$ cat config.mk
export PLATFORM = sky130hd
export DESIGN_NAME = io_function_decode_read_block
export DESIGN_NICKNAME = d
export VERILOG_FILES = /design/src/rtl/io_function_decode_read_block.sv
export SDC_FILE = /design/constraint.sdc
export NUM_CORES = 1
export LEC_CHECK = 0
export CORE_MARGIN = 1.5
export CORE_UTILIZATION = 40
export CTS_CLUSTER_SIZE = 14
export DETAILED_ROUTE_END_ITERATION = 10
export GPL_ROUTABILITY_DRIVEN = 0
export PLACE_DENSITY = 0.8
export SYNTH_ARGS = -nofsm -noshare
export SYNTH_HDL_FRONTEND = slang
export SYNTH_SLANG_ARGS = --single-unit
$ cat constraint.sdc
create_clock -name clk -period 3.6 [get_ports clk]
set_clock_uncertainty 0.1 [all_clocks]
set_input_delay 0.72 -clock clk [delete_from_list [all_inputs] [get_ports clk]]
set_output_delay 0.72 -clock clk [all_outputs]
set_load 0.02 [all_outputs]
$ cat src/rtl/io_function_decode_read_block.sv
// io_function_decode_read_block
// CPU-side read path for the 32-word IO register block. A CPU read strobe
// that hits the block either gets an immediate DEFAULT_DATA response
// (unmapped offset) or causes a one-cycle read enable to the selected
// peripheral, followed by a bounded wait for that peripheral's ack.
//
// Handshake: the CPU issues a single-cycle io_rd with cpu_addr. A mapped hit
// raises cpu_wait on the next cycle, and cpu_wait stays high until the
// response cycle. The response is a single cycle with cpu_rd_valid high and
// cpu_dout carrying the data. A strobe seen outside IDLE is dropped. On the
// peripheral side, re_x is a one-cycle request, and ack_x is sampled on each
// edge while waiting. Only the selected peripheral's ack is considered.
//
// All outputs come straight from flops. The combinational process only
// computes next-state values.
module io_function_decode_read_block #(
  parameter int                      DATA_WIDTH     = 16,
  parameter int                      ADDRESS_WIDTH  = 16,
  parameter int                      BLOCK_SIZE     = 5,
  parameter logic [ADDRESS_WIDTH-1:0] IO_BASE_ADDR  = 16'h1000,
  parameter logic [ADDRESS_WIDTH-1:0] IO_BASE_MASK  = {ADDRESS_WIDTH{1'b1}} << BLOCK_SIZE,
  parameter int                      TIMEOUT_CYCLES = 15,
  parameter logic [DATA_WIDTH-1:0]   DEFAULT_DATA   = 16'h0000
) (
  input  logic                     clk,
  input  logic                     rst,
  input  logic [ADDRESS_WIDTH-1:0] cpu_addr,
  input  logic                     io_rd,
  input  logic [DATA_WIDTH-1:0]    io_din_0,
  input  logic [DATA_WIDTH-1:0]    io_din_1,
  input  logic                     ack_0,
  input  logic                     ack_1,
  input  logic                     timeout_clr,
  output logic                     re_0,
  output logic                     re_1,
  output logic [DATA_WIDTH-1:0]    cpu_dout,
  output logic                     cpu_rd_valid,
  output logic                     cpu_wait,
  output logic                     timeout_flag
);

  // Counter is wide enough to hold TIMEOUT_CYCLES; a zero load is not legal.
  localparam int CW = (TIMEOUT_CYCLES < 1) ? 1 : $clog2(TIMEOUT_CYCLES + 1);
  localparam logic [CW-1:0]         CNT_LOAD = CW'(TIMEOUT_CYCLES);
  localparam logic [CW-1:0]         CNT_ZERO = '0;
  localparam logic [CW-1:0]         CNT_ONE  = CW'(1);
  localparam logic [BLOCK_SIZE-1:0] OFF_ZERO = '0;
  localparam logic [BLOCK_SIZE-1:0] OFF_ONE  = BLOCK_SIZE'(1);

  typedef enum logic [1:0] {
    IDLE  = 2'd0,
    ISSUE = 2'd1,
    WAIT  = 2'd2,
    RESP  = 2'd3
  } state_t;

  // FSM state, kept as a named signal so checkers can bind to it.
  state_t                  state;
  state_t                  state_next;

  logic [BLOCK_SIZE-1:0]   offset_q;
  logic [BLOCK_SIZE-1:0]   offset_next;
  logic [CW-1:0]           count_q;
  logic [CW-1:0]           count_next;

  logic                    re_0_next;
  logic                    re_1_next;
  logic [DATA_WIDTH-1:0]   cpu_dout_next;
  logic                    cpu_rd_valid_next;
  logic                    cpu_wait_next;
  logic                    timeout_set;
  logic                    timeout_flag_next;

  logic                    hit;
  logic [BLOCK_SIZE-1:0]   offset_in;
  logic                    offset_in_mapped;
  logic                    sel_ack;
  logic [DATA_WIDTH-1:0]   sel_din;

  // Address decode and the selected peripheral's ack/data. Only offsets 0
  // and 1 ever reach WAIT, so offset_q picks between the two peripherals.
  always_comb begin
    hit              = io_rd && ((cpu_addr & IO_BASE_MASK) == IO_BASE_ADDR);
    offset_in        = cpu_addr[BLOCK_SIZE-1:0];
    offset_in_mapped = (offset_in == OFF_ZERO) || (offset_in == OFF_ONE);
    sel_ack          = (offset_q == OFF_ONE) ? ack_1 : ack_0;
    sel_din          = (offset_q == OFF_ONE) ? io_din_1 : io_din_0;
  end

  // Next-state and next-output computation; every output is registered below.
  always_comb begin
    state_next        = state;
    offset_next       = offset_q;
    count_next        = count_q;
    re_0_next         = 1'b0;
    re_1_next         = 1'b0;
    cpu_dout_next     = cpu_dout;
    cpu_rd_valid_next = 1'b0;
    cpu_wait_next     = cpu_wait;
    timeout_set       = 1'b0;

    case (state)
      IDLE: begin
        if (hit) begin
          offset_next = offset_in;
          if (offset_in_mapped) begin
            // re pulse is launched here so it is high during the ISSUE cycle.
            state_next    = ISSUE;
            count_next    = CNT_LOAD;
            cpu_wait_next = 1'b1;
            re_0_next     = (offset_in == OFF_ZERO);
            re_1_next     = (offset_in == OFF_ONE);
          end else begin
            // Unmapped offset answers right away without touching a peripheral.
            state_next        = RESP;
            cpu_dout_next     = DEFAULT_DATA;
            cpu_rd_valid_next = 1'b1;
            cpu_wait_next     = 1'b0;
          end
        end
      end

      ISSUE: begin
        // The counter is deliberately not touched here; the ack window starts
        // with the first WAIT cycle.
        state_next = WAIT;
      end

      WAIT: begin
        if (sel_ack) begin
          // Ack beats an expiring counter on the same edge.
          state_next        = RESP;
          cpu_dout_next     = sel_din;
          cpu_rd_valid_next = 1'b1;
          cpu_wait_next     = 1'b0;
        end else if (count_q == CNT_ZERO) begin
          state_next        = RESP;
          cpu_dout_next     = DEFAULT_DATA;
          cpu_rd_valid_next = 1'b1;
          cpu_wait_next     = 1'b0;
          timeout_set       = 1'b1;
        end else begin
          count_next = count_q - CNT_ONE;
        end
      end

      RESP: begin
        // Any strobe landing on the response cycle is dropped.
        state_next = IDLE;
      end

      default: begin
        state_next    = IDLE;
        cpu_wait_next = 1'b0;
      end
    endcase

    // Sticky flag: a set on the same edge as a clear takes priority.
    timeout_flag_next = timeout_set | (timeout_flag & ~timeout_clr);
  end

  // State register and registered outputs; reset aborts any transfer in flight.
  always_ff @(posedge clk or negedge rst) begin
    if (!rst) begin
      state        <= IDLE;
      offset_q     <= '0;
      count_q      <= '0;
      re_0         <= 1'b0;
      re_1         <= 1'b0;
      cpu_dout     <= '0;
      cpu_rd_valid <= 1'b0;
      cpu_wait     <= 1'b0;
      timeout_flag <= 1'b0;
    end else begin
      state        <= state_next;
      offset_q     <= offset_next;
      count_q      <= count_next;
      re_0         <= re_0_next;
      re_1         <= re_1_next;
      cpu_dout     <= cpu_dout_next;
      cpu_rd_valid <= cpu_rd_valid_next;
      cpu_wait     <= cpu_wait_next;
      timeout_flag <= timeout_flag_next;
    end
  end

endmodule

==> results of run 1 <==
==> flip-flops by register name, summed over array words and instances (netlist names) <==
register	cells
state	2
cpu_wait	1
re_1	1
cpu_rd_valid	1
count_q	4
cpu_dout	16
timeout_flag	1
re_0	1
offset_q	5
==> cell families (layout without fill, tap and decap cells) <==
logic type      Yosys count  in the layout  share of synthesized area
simple gates             79             79                      0.231
mux                      16             16                      0.118
fa+ha+maj                 3              3                     0.0203
flops                    32             32                      0.434
buf+inv                  23             96                     0.0617
compound gates           38             38                      0.136
==> metrics by stage <==
step	instances	hold slack, ns
floorplan	191	0.324
global placement	308	0.360
detailed placement	308	0.358
CTS	316	0.373
global route	316	0.401
finish	316	0.370
==> synth_stat cells, drive strengths merged <==
cell | count | area [um^2]
a21oi | 19 | 95.1
a22o | 1 | 8.76
a2bb2oi | 1 | 8.76
a311oi | 1 | 8.76
a31oi | 3 | 18.8
a41oi | 1 | 8.76
and2 | 1 | 6.26
and3 | 2 | 12.5
buf | 8 | 57.6
clkbuf | 5 | 18.8
dfrtp | 32 | 801
ha | 3 | 37.5
inv | 10 | 37.5
mux2 | 16 | 218
nand2 | 21 | 86.3
nand2b | 1 | 6.26
nand3 | 34 | 175
nand4 | 2 | 12.5
nor2 | 8 | 32.5
nor3b | 1 | 7.51
nor4 | 3 | 25.0
nor4b | 2 | 30.0
o2111ai | 1 | 8.76
o21ai | 5 | 36.3
o21ba | 1 | 10.0
o22ai | 2 | 18.8
o2bb2ai | 2 | 17.5
o32a | 1 | 10.0
or2 | 2 | 12.5
or3 | 1 | 6.26
or4b | 1 | 13.8
==> critical path, delay by kind of cell <==
family	cells	cell delay [ns]
buffers and inverters	1	0.41
multiplexers	1	0.35
AND/OR/NAND/NOR	3	0.99
AO/OA/AOI/OAI	1	0.25
==> metal layers <==
layer | share of wire | global-route usage
met4 | 0.017 | 0.0943
met1 | 0.43 | 0.230
met5 | 0 | 0
met3 | 0.084 | 0.0499
met2 | 0.47 | 0.322
==> power by group <==
part           leakage, nW  switching [mW]  total [mW]  internal [mW]
combinational        0.699           0.398       0.781          0.383
clock               0.0645           0.128       0.372          0.244
sequential           0.418          0.0609       0.522          0.461
==> path summary, 6_finish.rpt <==
path                                end  cells past startpoint
max in group asynchronous    count_q[1]                      2
setup reg to reg            cpu_dout[8]                      5
setup / recovery            cpu_dout[5]                      6
min in group asynchronous  cpu_dout[11]                      2
hold / removal              offset_q[3]                      2
hold reg to reg             offset_q[3]                      2
==> layout make-up <==
class / count / area [um^2]
clock buffers: 7 / 96.3
clock inverters: 1 / 30.0
fillers: 375 / 1650
inverters: 10 / 37.5
multi-input cells: 136 / 932
flip-flops and latches: 32 / 801
well taps: 52 / 65.1
repair buffers: 78 / 771
==> cell usage in the layout (no fill, tap or decap), types with 3 or more instances in the layout <==
cell type         n
ha_1              3
nand3_1          33
dfrtp_1          32
buf_4             4
o21ai_0           4
a21oi_1          19
nor2_1            7
mux2_2            6
clkdlybuf4s50_1  74
clkbuf_8          7
a31oi_1           3
nand2_1          20
inv_1            10
mux2_4           10
==> summary.md, run 1 <==
| Metric | Value |
|---|---|
| Syn_nets | 248 |
| Port Buf Inserts | 74 |
| Initial Util | 0.421 |
| Routed len/inst | 14.5 um |
| Critical-path cell list | clkdlybuf4s50_1 > nor4_2 > nand4_1 > o22ai_2 > nand2_4 > mux2_4 |
| Status | complete, no violations |
| Fin worst setup slack | 0.945 ns |
| Cts bufs inserted | 5 |
| Crit-path max FO | 16 |
| Die W | 70.9 um |
| Final hold vios | 0 |
| Crit end category | flip-flop |
| Final instance area | 2730 um^2 |
| First-pass GRT wire length | 7670 um |
| Netlist cell types | 41 |
| Final net count | 320 |
| Max Cap Violations | 0 |
| Post-CTS Setup Bufs | 0 |
| Clock insertion delay at the later pin of the skew report | 0.28 ns |
| Initial detailed-routing violation count | 111 |
| Core Util, Final | 0.623 |
| Slowest CP cell | clkdlybuf4s50_1 |
| Syn Inst Count | 191 |
| Global route overflow | 0 |
| TritonCTS Sinks | 32 |
| H-tree depth | 2 |
| Avg Cell Area, Syn | 9.67 um^2 |
| Post-CTS sizing | 0 |
| Worst Path Required | 3.67 ns |
| Setup tns final | 0 ns |
| Post-DR vias/cell | 5.52 |
| Initial antenna violation count | 0 |
| DIE HEIGHT | 70.9 um |
| FMAX | 0.377 GHz |
| Slew HR | 0.539 |
| Share of post-route cells with drive strength above 1 | 0.140 |
| Synthesized flop and latch total | 32 |
| Area delta synth->final | 48.0% |
| Pwr dens | 613 nW/um^2 |
| Worst slew pin tran | 0.690 ns |
| CP Launch Point | cpu_addr[6] |
| Synthesized cell area | 1850 um^2 |
| Worst slack, placed | 0.630 ns |
| Post-Place Cell Area | 2610 um^2 |
| Final WL | 4580 um |
| CTS tree | built |
| Total Power | 1.68 mW |
| Worst R2R Start | offset_q[3] |
| CTS root buffer | clkbuf_8 |
| Hold Crit Start | offset_q[3] |
| Ys Warns | 0 |
| Antenna diodes | 0 |
| CP Class | input pin to flip-flop |
| Slew Limit Fails | 0 |
| Residual DRC | 0 |
| Ports | 75 |
| Final Setup Violations | 0 |
| GRT Util Overall | 0.192 |
| Post-route ant nets | 0 |
| Max Buffers Root-to-Sink | 2 |
| DP HPWL | 3290 um |
| Die ar. | 5030 um^2 |
| Internal reg-to-reg setup slack | 1.41 ns |
| Drt first pass iters | 4 |
| Startpoint types | input pin |
| Worst EP arrival | 2.72 ns |
| RSZ-0062 raised after global routing | false |
| Tmin final | 2.66 ns |
| CTS clock-pin slew for the worst setup and hold paths | 0.07 ns |
| Largest net degree at the start of global routing | 33 |
| Post-CTS Hold Fix Bufs | 0 |
| Core area | 4380 um^2 |
| CP peak stage delay | 0.41 ns |
| Vias in the first global route | 1721 |
| Sequential area share after synthesis | 0.434 |
| VDD IR-drop max | 0.000297 V |
| P_leak | 1.18 nW |
| Tcrit/Tclk final | 0.738 |
| Class of the worst hold path | flip-flop to flip-flop |
| Vias after detailed routing | 1745 |
| Rows | 24 |
(Power assumes the default switching activity.)
==> run 2, diff against run 1 <==
==> constraint.sdc (replaced) <==
create_clock -name clk -period 2.5 [get_ports clk]
set_clock_uncertainty 0.1 [all_clocks]
set_input_delay 0.5 -clock clk [delete_from_list [all_inputs] [get_ports clk]]
set_output_delay 0.5 -clock clk [all_outputs]
set_load 0.02 [all_outputs]
==> run 2 against run 1 <==
Hold slack better by 0.0058 ns. Clock power grew 48%. Sequential power is 45% higher. Die area stayed put. Global-route usage rose by 0.93 points. Via count down 1.4%. Critical endpoint is now cpu_dout[12]. Largest cell class unchanged. Highest routed layer unchanged.
==> summary.md, run 2 (synthesized netlist as in run 1, its figures left out) <==
| Metric | Value |
|---|---|
| Final net count | 324 (+1.3%) |
| Cts bufs inserted | 5 (unchanged) |
| Post-DR vias/cell | 5.38 (-2.6%) |
| Fill cells | 379 (+1.1%) |
| Slew HR | 0.635 (+0.0968) |
| CP Class | flip-flop to flip-flop |
| Post-CTS Hold Fix Bufs | 0 (unchanged) |
| TritonCTS Sinks | 32 (unchanged) |
| Regs by FF count | cpu_dout x16, offset_q x5, count_q x4 |
| Hold Crit Start | offset_q[0] |
| Ports | 75 (unchanged) |
| Post-route ant nets | 0 (unchanged) |
| Cell-internal power | 1.57 mW (+44%) |
| CP Launch Point | offset_q[3] |
| Worst reg2reg endpoint | cpu_dout[12] |
| Crit end category | flip-flop |
| Final hold vios | 0 (unchanged) |
| Clock insertion delay at the later pin of the skew report | 0.29 ns (about the same) |
| Worst R2R Start | offset_q[3] |
| Max FFs per register | 16 (unchanged) |
| Most frequent cells in the layout | 74 x clkdlybuf4s50_1, 33 x nand3_1, 32 x dfrtp_1 |
| Final WL | 4700 um (+2.6%) |
| VDD IR-drop max | 0.000396 V (+33%) |
| CTS clock-pin slew for the worst setup and hold paths | 0.06 ns (about the same) |
| Die ar. | 5030 um^2 (unchanged) |
| Final Setup Violations | 0 (unchanged) |
| Internal reg-to-reg setup slack | 0.28 ns (-1.13 ns) |
| Initial Util | 0.421 (unchanged) |
| DP HPWL | 3470 um (+5.4%) |
| FMAX | 0.451 GHz |
| Multi-input logic area | 932 um^2 (unchanged) |
| Area delta synth->final | 49.6% |
| Clock power frac | 0.226 (+0.004) |
| Reg2reg path depth | 5 (unchanged) |
| Share of post-route cells with drive strength above 1 | 0.153 (+0.0128) |
| Sw power | 856 uW (+46%) |
| Port Buf Inserts | 74 (unchanged) |
| Worst Path Required | 2.58 ns (-1.09 ns) |
| Flop pwr share | 0.311 (about the same) |
| Register area | 801 um^2 (unchanged) |
| Biggest register | cpu_dout |
| Status | complete, no violations |
| Rows | 24 (unchanged) |
| Core area | 4380 um^2 (unchanged) |
| Routed len/inst | 14.7 um (+1.3%) |
| P_leak | 1.20 nW (+1.7%) |
| Logic pwr share | 0.462 (-0.004) |
| Global route overflow | 0 (unchanged) |
| Class of the worst hold path | flip-flop to flip-flop |
| Slew Limit Fails | 0 (unchanged) |
| Pwr dens | 878 nW/um^2 (+43%) |
| Hold path depth | 2 (unchanged) |
| Antenna diodes | 0 (unchanged) |
| CTS root buffer | clkbuf_8 |
| Worst slew pin tran | 0.547 ns (-0.143 ns) |
| Hold Crit Endpoint | offset_q[0] |
| Drt first pass iters | 4 (unchanged) |
| GRT Util Overall | 0.202 (+0.00928) |
| Max Cap Violations | 0 (unchanged) |
| Worst EP arrival | 2.29 ns (-0.43 ns) |
| Max Buffers Root-to-Sink | 2 (unchanged) |
| Initial antenna violation count | 0 (unchanged) |
| Post-CTS Setup Bufs | 0 (unchanged) |
| DIE HEIGHT | 70.9 um (unchanged) |
| CTS tree | built |
| Crit-path max FO | 16 (unchanged) |
| Startpoint types | flip-flop |
| Initial detailed-routing violation count | 106 (-4.5%) |
| Die W | 70.9 um (unchanged) |
| Post-CTS sizing | 0 (unchanged) |
| Tmin final | 2.22 ns |
| RSZ-0062 raised after global routing | false |
| Switching Share | 0.353 (+0.00221) |
| Largest net degree at the start of global routing | 33 (unchanged) |
| Hold slack | 0.376 ns (+0.00579 ns) |
| Residual DRC | 0 (unchanged) |
| Vias after detailed routing | 1721 (-1.4%) |
| Vias in the first global route | 1659 (-3.6%) |
| Most common cell after layout, fill and taps aside | clkdlybuf4s50_1 |
| Setup tns final | 0 ns (unchanged) |
| H-tree depth | 2 (unchanged) |
| First-pass GRT wire length | 7980 um (+4.1%) |
| Tcrit/Tclk final | 0.887 |
==> run 2: cell count changes in the layout (fill, tap and decap cells not counted) <==
cell / previous run / this run
buf_4: 4 / 8
==> run 2: area by class of cell <==
class	instances	share of cell area
inverter	10	0.0136
timing repair buffer	82	0.290
clock buffer	7	0.0349
tap	52	0.0236
sequential	32	0.290
multi-input combinational	136	0.337
clock inverter	1	0.0109
==> run 2: critical path: stages (launching register included) <==
cell     delay [ns]
dfrtp_1        0.38
or4b_4         0.59
o21ai_4        0.22
nand3_2        0.15
nand2_4        0.28
mux2_2         0.38
==> run 2: worst max path at each step <==
stage,end,slack (ns)
floorplan,cpu_dout[15],0.37
detailed placement,cpu_dout[15],0.06
CTS,cpu_dout[12],0.28
global route,cpu_dout[12],0.19
finish,cpu_dout[12],0.28
global placement,cpu_dout[7],0.13
==> run 2: power groups by stage <==
stage	registers, mW	logic [mW]	clock network (mW)
4_1_cts	0.755	1.13	0.556
3_3_place_gp	0.758	1.10	0
6_report	0.756	1.12	0.549
5_1_grt	0.772	1.22	0.588
3_5_place_dp	0.764	1.13	0
2_1_floorplan	0.871	0.601	0
==> run 2: per-stage QoR <==
| stage | total power [mW] | area [um^2] | cells | setup WS (ns) | util |
|---|---|---|---|---|---|
| 6_report | 2.43 | 2760 | 320 | 0.283 | 0.630 |
| 5_1_grt | 2.58 | 2760 | 320 | 0.186 | 0.630 |
| 4_1_cts | 2.44 | 2760 | 320 | 0.277 | 0.630 |
| 3_5_place_dp | 1.89 | 2640 | 312 | 0.0597 | 0.601 |
| 3_3_place_gp | 1.86 | 2640 | 312 | 0.132 | 0.601 |
| 2_1_floorplan | 1.47 | 1850 | 191 | 0.365 | - |
==> run 2: per-layer routing <==
metal / part of all wire / GRT usage
met1: 0.44 / 0.262
met2: 0.47 / 0.327
met3: 0.075 / 0.0627
met4: 0.012 / 0.0545
met5: 0 / 0
==> run 3, diff against run 2 <==
--- a/config.mk
+++ b/config.mk
@@ -10,7 +10,7 @@
 export CTS_CLUSTER_SIZE = 14
 export DETAILED_ROUTE_END_ITERATION = 10
 export GPL_ROUTABILITY_DRIVEN = 0
-export PLACE_DENSITY = 0.8
+export PLACE_DENSITY = 0.79
 export SYNTH_ARGS = -nofsm -noshare
 export SYNTH_HDL_FRONTEND = slang
 export SYNTH_SLANG_ARGS = --single-unit
==> run 3 against run 2 <==
Cell area is 0.41% lower. Flip-flop and latch count stayed put. Fmax is 0.49% higher. Sequential power is 0.8% lower. First-iteration DRC count is 15% lower. Combinational power hardly changed. Utilization is 0.26 points lower. Hold slack worse by 0.0071 ns. Largest cell class unchanged. Highest routed layer unchanged.
==> summary.md, run 3 (synthesized netlist as in run 1, its figures left out) <==
| Metric | Value |
|---|---|
| Status | complete, no violations |
| Global route overflow | 0 (unchanged) |
| Worst Path Required | 2.57 ns (about the same) |
| Largest net degree at the start of global routing | 33 (unchanged) |
| Worst slack, placed | 0.0682 ns (+0.00852 ns) |
| H-tree depth | 2 (unchanged) |
| Drt first pass iters | 4 (unchanged) |
| Initial detailed-routing violation count | 90 (-15%) |
| First-pass GRT wire length | 8000 um (+0.26%) |
| GRT Util Overall | 0.202 (+0.000302) |
| Post-DR vias/cell | 5.42 (+0.73%) |
| Crit-path max FO | 16 (unchanged) |
| Pwr dens | 860 nW/um^2 (-2.1%) |
| Max Buffers Root-to-Sink | 2 (unchanged) |
| Die W | 70.9 um (unchanged) |
| Slew Limit Fails | 0 (unchanged) |
| Initial Util | 0.421 (unchanged) |
| CTS clock-pin slew for the worst setup and hold paths | 0.06 ns (about the same) |
| Final instance area | 2750 um^2 (-0.41%) |
| Share of post-route cells with drive strength above 1 | 0.152 (-0.000569) |
| Post-Place Cell Area | 2640 um^2 (+0.28%) |
| Biggest register | cpu_dout |
| Max FFs per register | 16 (unchanged) |
| Vias after detailed routing | 1739 (+1.0%) |
| Max Cap Violations | 0 (unchanged) |
| Vias in the first global route | 1743 (+5.1%) |
| Port Buf Inserts | 74 (unchanged) |
| Fin worst setup slack | 0.294 ns (+0.0108 ns) |
| Area delta synth->final | 49.0% |
| CTS tree | built |
| Ports | 75 (unchanged) |
| Crit end category | flip-flop |
| Setup tns final | 0 ns (unchanged) |
| Worst slew pin tran | 0.554 ns (+0.00673 ns) |
| DP HPWL | 3430 um (-0.99%) |
| TritonCTS Sinks | 32 (unchanged) |
| Class of the worst hold path | flip-flop to flip-flop |
| Final hold vios | 0 (unchanged) |
| Routed len/inst | 14.6 um (-0.93%) |
| Tmin final | 2.21 ns (-0.0108 ns) |
| Startpoint types | flip-flop |
| Most frequent cells in the layout | 74 x clkdlybuf4s50_1, 33 x nand3_1, 32 x dfrtp_1 |
| Non-filler instance count after layout | 321 (+0.31%) |
| Tcrit/Tclk final | 0.882 (-0.00430) |
| Post-route ant nets | 0 (unchanged) |
| Post-CTS Setup Bufs | 0 (unchanged) |
| VDD IR-drop max | 0.000565 V (+42%) |
| Post-CTS Hold Fix Bufs | 0 (unchanged) |
| Core area | 4380 um^2 (unchanged) |
| Final Setup Violations | 0 (unchanged) |
| DP Cell Count | 313 (+0.32%) |
| Slew HR | 0.631 (-0.00448) |
| Residual DRC | 0 (unchanged) |
| Initial antenna violation count | 0 (unchanged) |
| RSZ-0062 raised after global routing | false |
| Rows | 24 (unchanged) |
| DIE HEIGHT | 70.9 um (unchanged) |
| CTS root buffer | clkbuf_8 |
| Clock insertion delay at the later pin of the skew report | 0.28 ns (about the same) |
| Most common cell after layout, fill and taps aside | clkdlybuf4s50_1 |
| Die ar. | 5030 um^2 (unchanged) |
| Cts bufs inserted | 5 (unchanged) |
| Worst EP arrival | 2.28 ns (about the same) |
| Antenna diodes | 0 (unchanged) |
| Regs by FF count | cpu_dout x16, offset_q x5, count_q x4 |
| CP Class | flip-flop to flip-flop |
| Final net count | 325 (+0.31%) |
| Post-CTS sizing | 0 (unchanged) |
| FMAX | 0.453 GHz (+0.49%) |
| Final WL | 4670 um (-0.62%) |
| P_leak | 1.20 nW (-0.33%) |
-- run 3: changes by cell type in the layout (fill, tap and decap cells not counted) --
cell      previous run  this run
clkinv_2             0         1
buf_4                8         9
clkbuf_1             0         1
clkbuf_8             7         5
-- run 3: report_power, final --
| group | leakage, nW | internal (mW) | switching, mW |
|---|---|---|---|
| combinational | 0.724 | 0.555 | 0.571 |
| sequential | 0.418 | 0.664 | 0.0865 |
| clock | 0.0552 | 0.296 | 0.193 |
-- run 3: worst max-delay path, cell delays in order (launching register included) --
cell and delay, ns:
dfrtp_1 0.38, or4b_4 0.58, o21ai_4 0.22, nand3_2 0.14, nand2_4 0.28, mux2_2 0.37
-- run 3: metrics by stage --
| stage | hold slack (ns) | total power [mW] | utilization |
|---|---|---|---|
| 2_1_floorplan | 0.104 | 1.47 | - |
| 6_report | 0.368 | 2.36 | 0.628 |
| 3_5_place_dp | 0.361 | 1.89 | 0.603 |
| 5_1_grt | 0.393 | 2.52 | 0.628 |
| 3_3_place_gp | 0.359 | 1.86 | 0.603 |
| 4_1_cts | 0.376 | 2.38 | 0.628 |
-- run 3: path summary, 6_finish.rpt --
| check | from | endpoint | slack [ns] | cells past startpoint |
|---|---|---|---|---|
| setup reg to reg | offset_q[3] | cpu_dout[12] | 0.29 | 5 |
| max in group asynchronous | rst | count_q[2] | 1.49 | 2 |
| hold reg to reg | offset_q[0] | offset_q[0] | 0.37 | 2 |
| min in group asynchronous | rst | cpu_dout[0] | 0.52 | 2 |
| hold / removal | offset_q[0] | offset_q[0] | 0.37 | 2 |
| setup / recovery | offset_q[3] | cpu_dout[12] | 0.29 | 5 |
-- run 3: layout make-up --
class	count	area [um^2]
Timing Repair Buffer	83	808
Sequential cell	32	801
Multi-Input combinational cell	136	932
Clock inverter	2	35.0
Clock buffer	6	72.6
Inverter	10	37.5
Fill cell	376	1630
Tap cell	52	65.1
-- run 3: layer usage --
layer | GRT usage | wire, um
met1 | 0.278 | 2130
met2 | 0.316 | 2090
met3 | 0.0470 | 392
met4 | 0.0671 | 61
met5 | 0 | 0
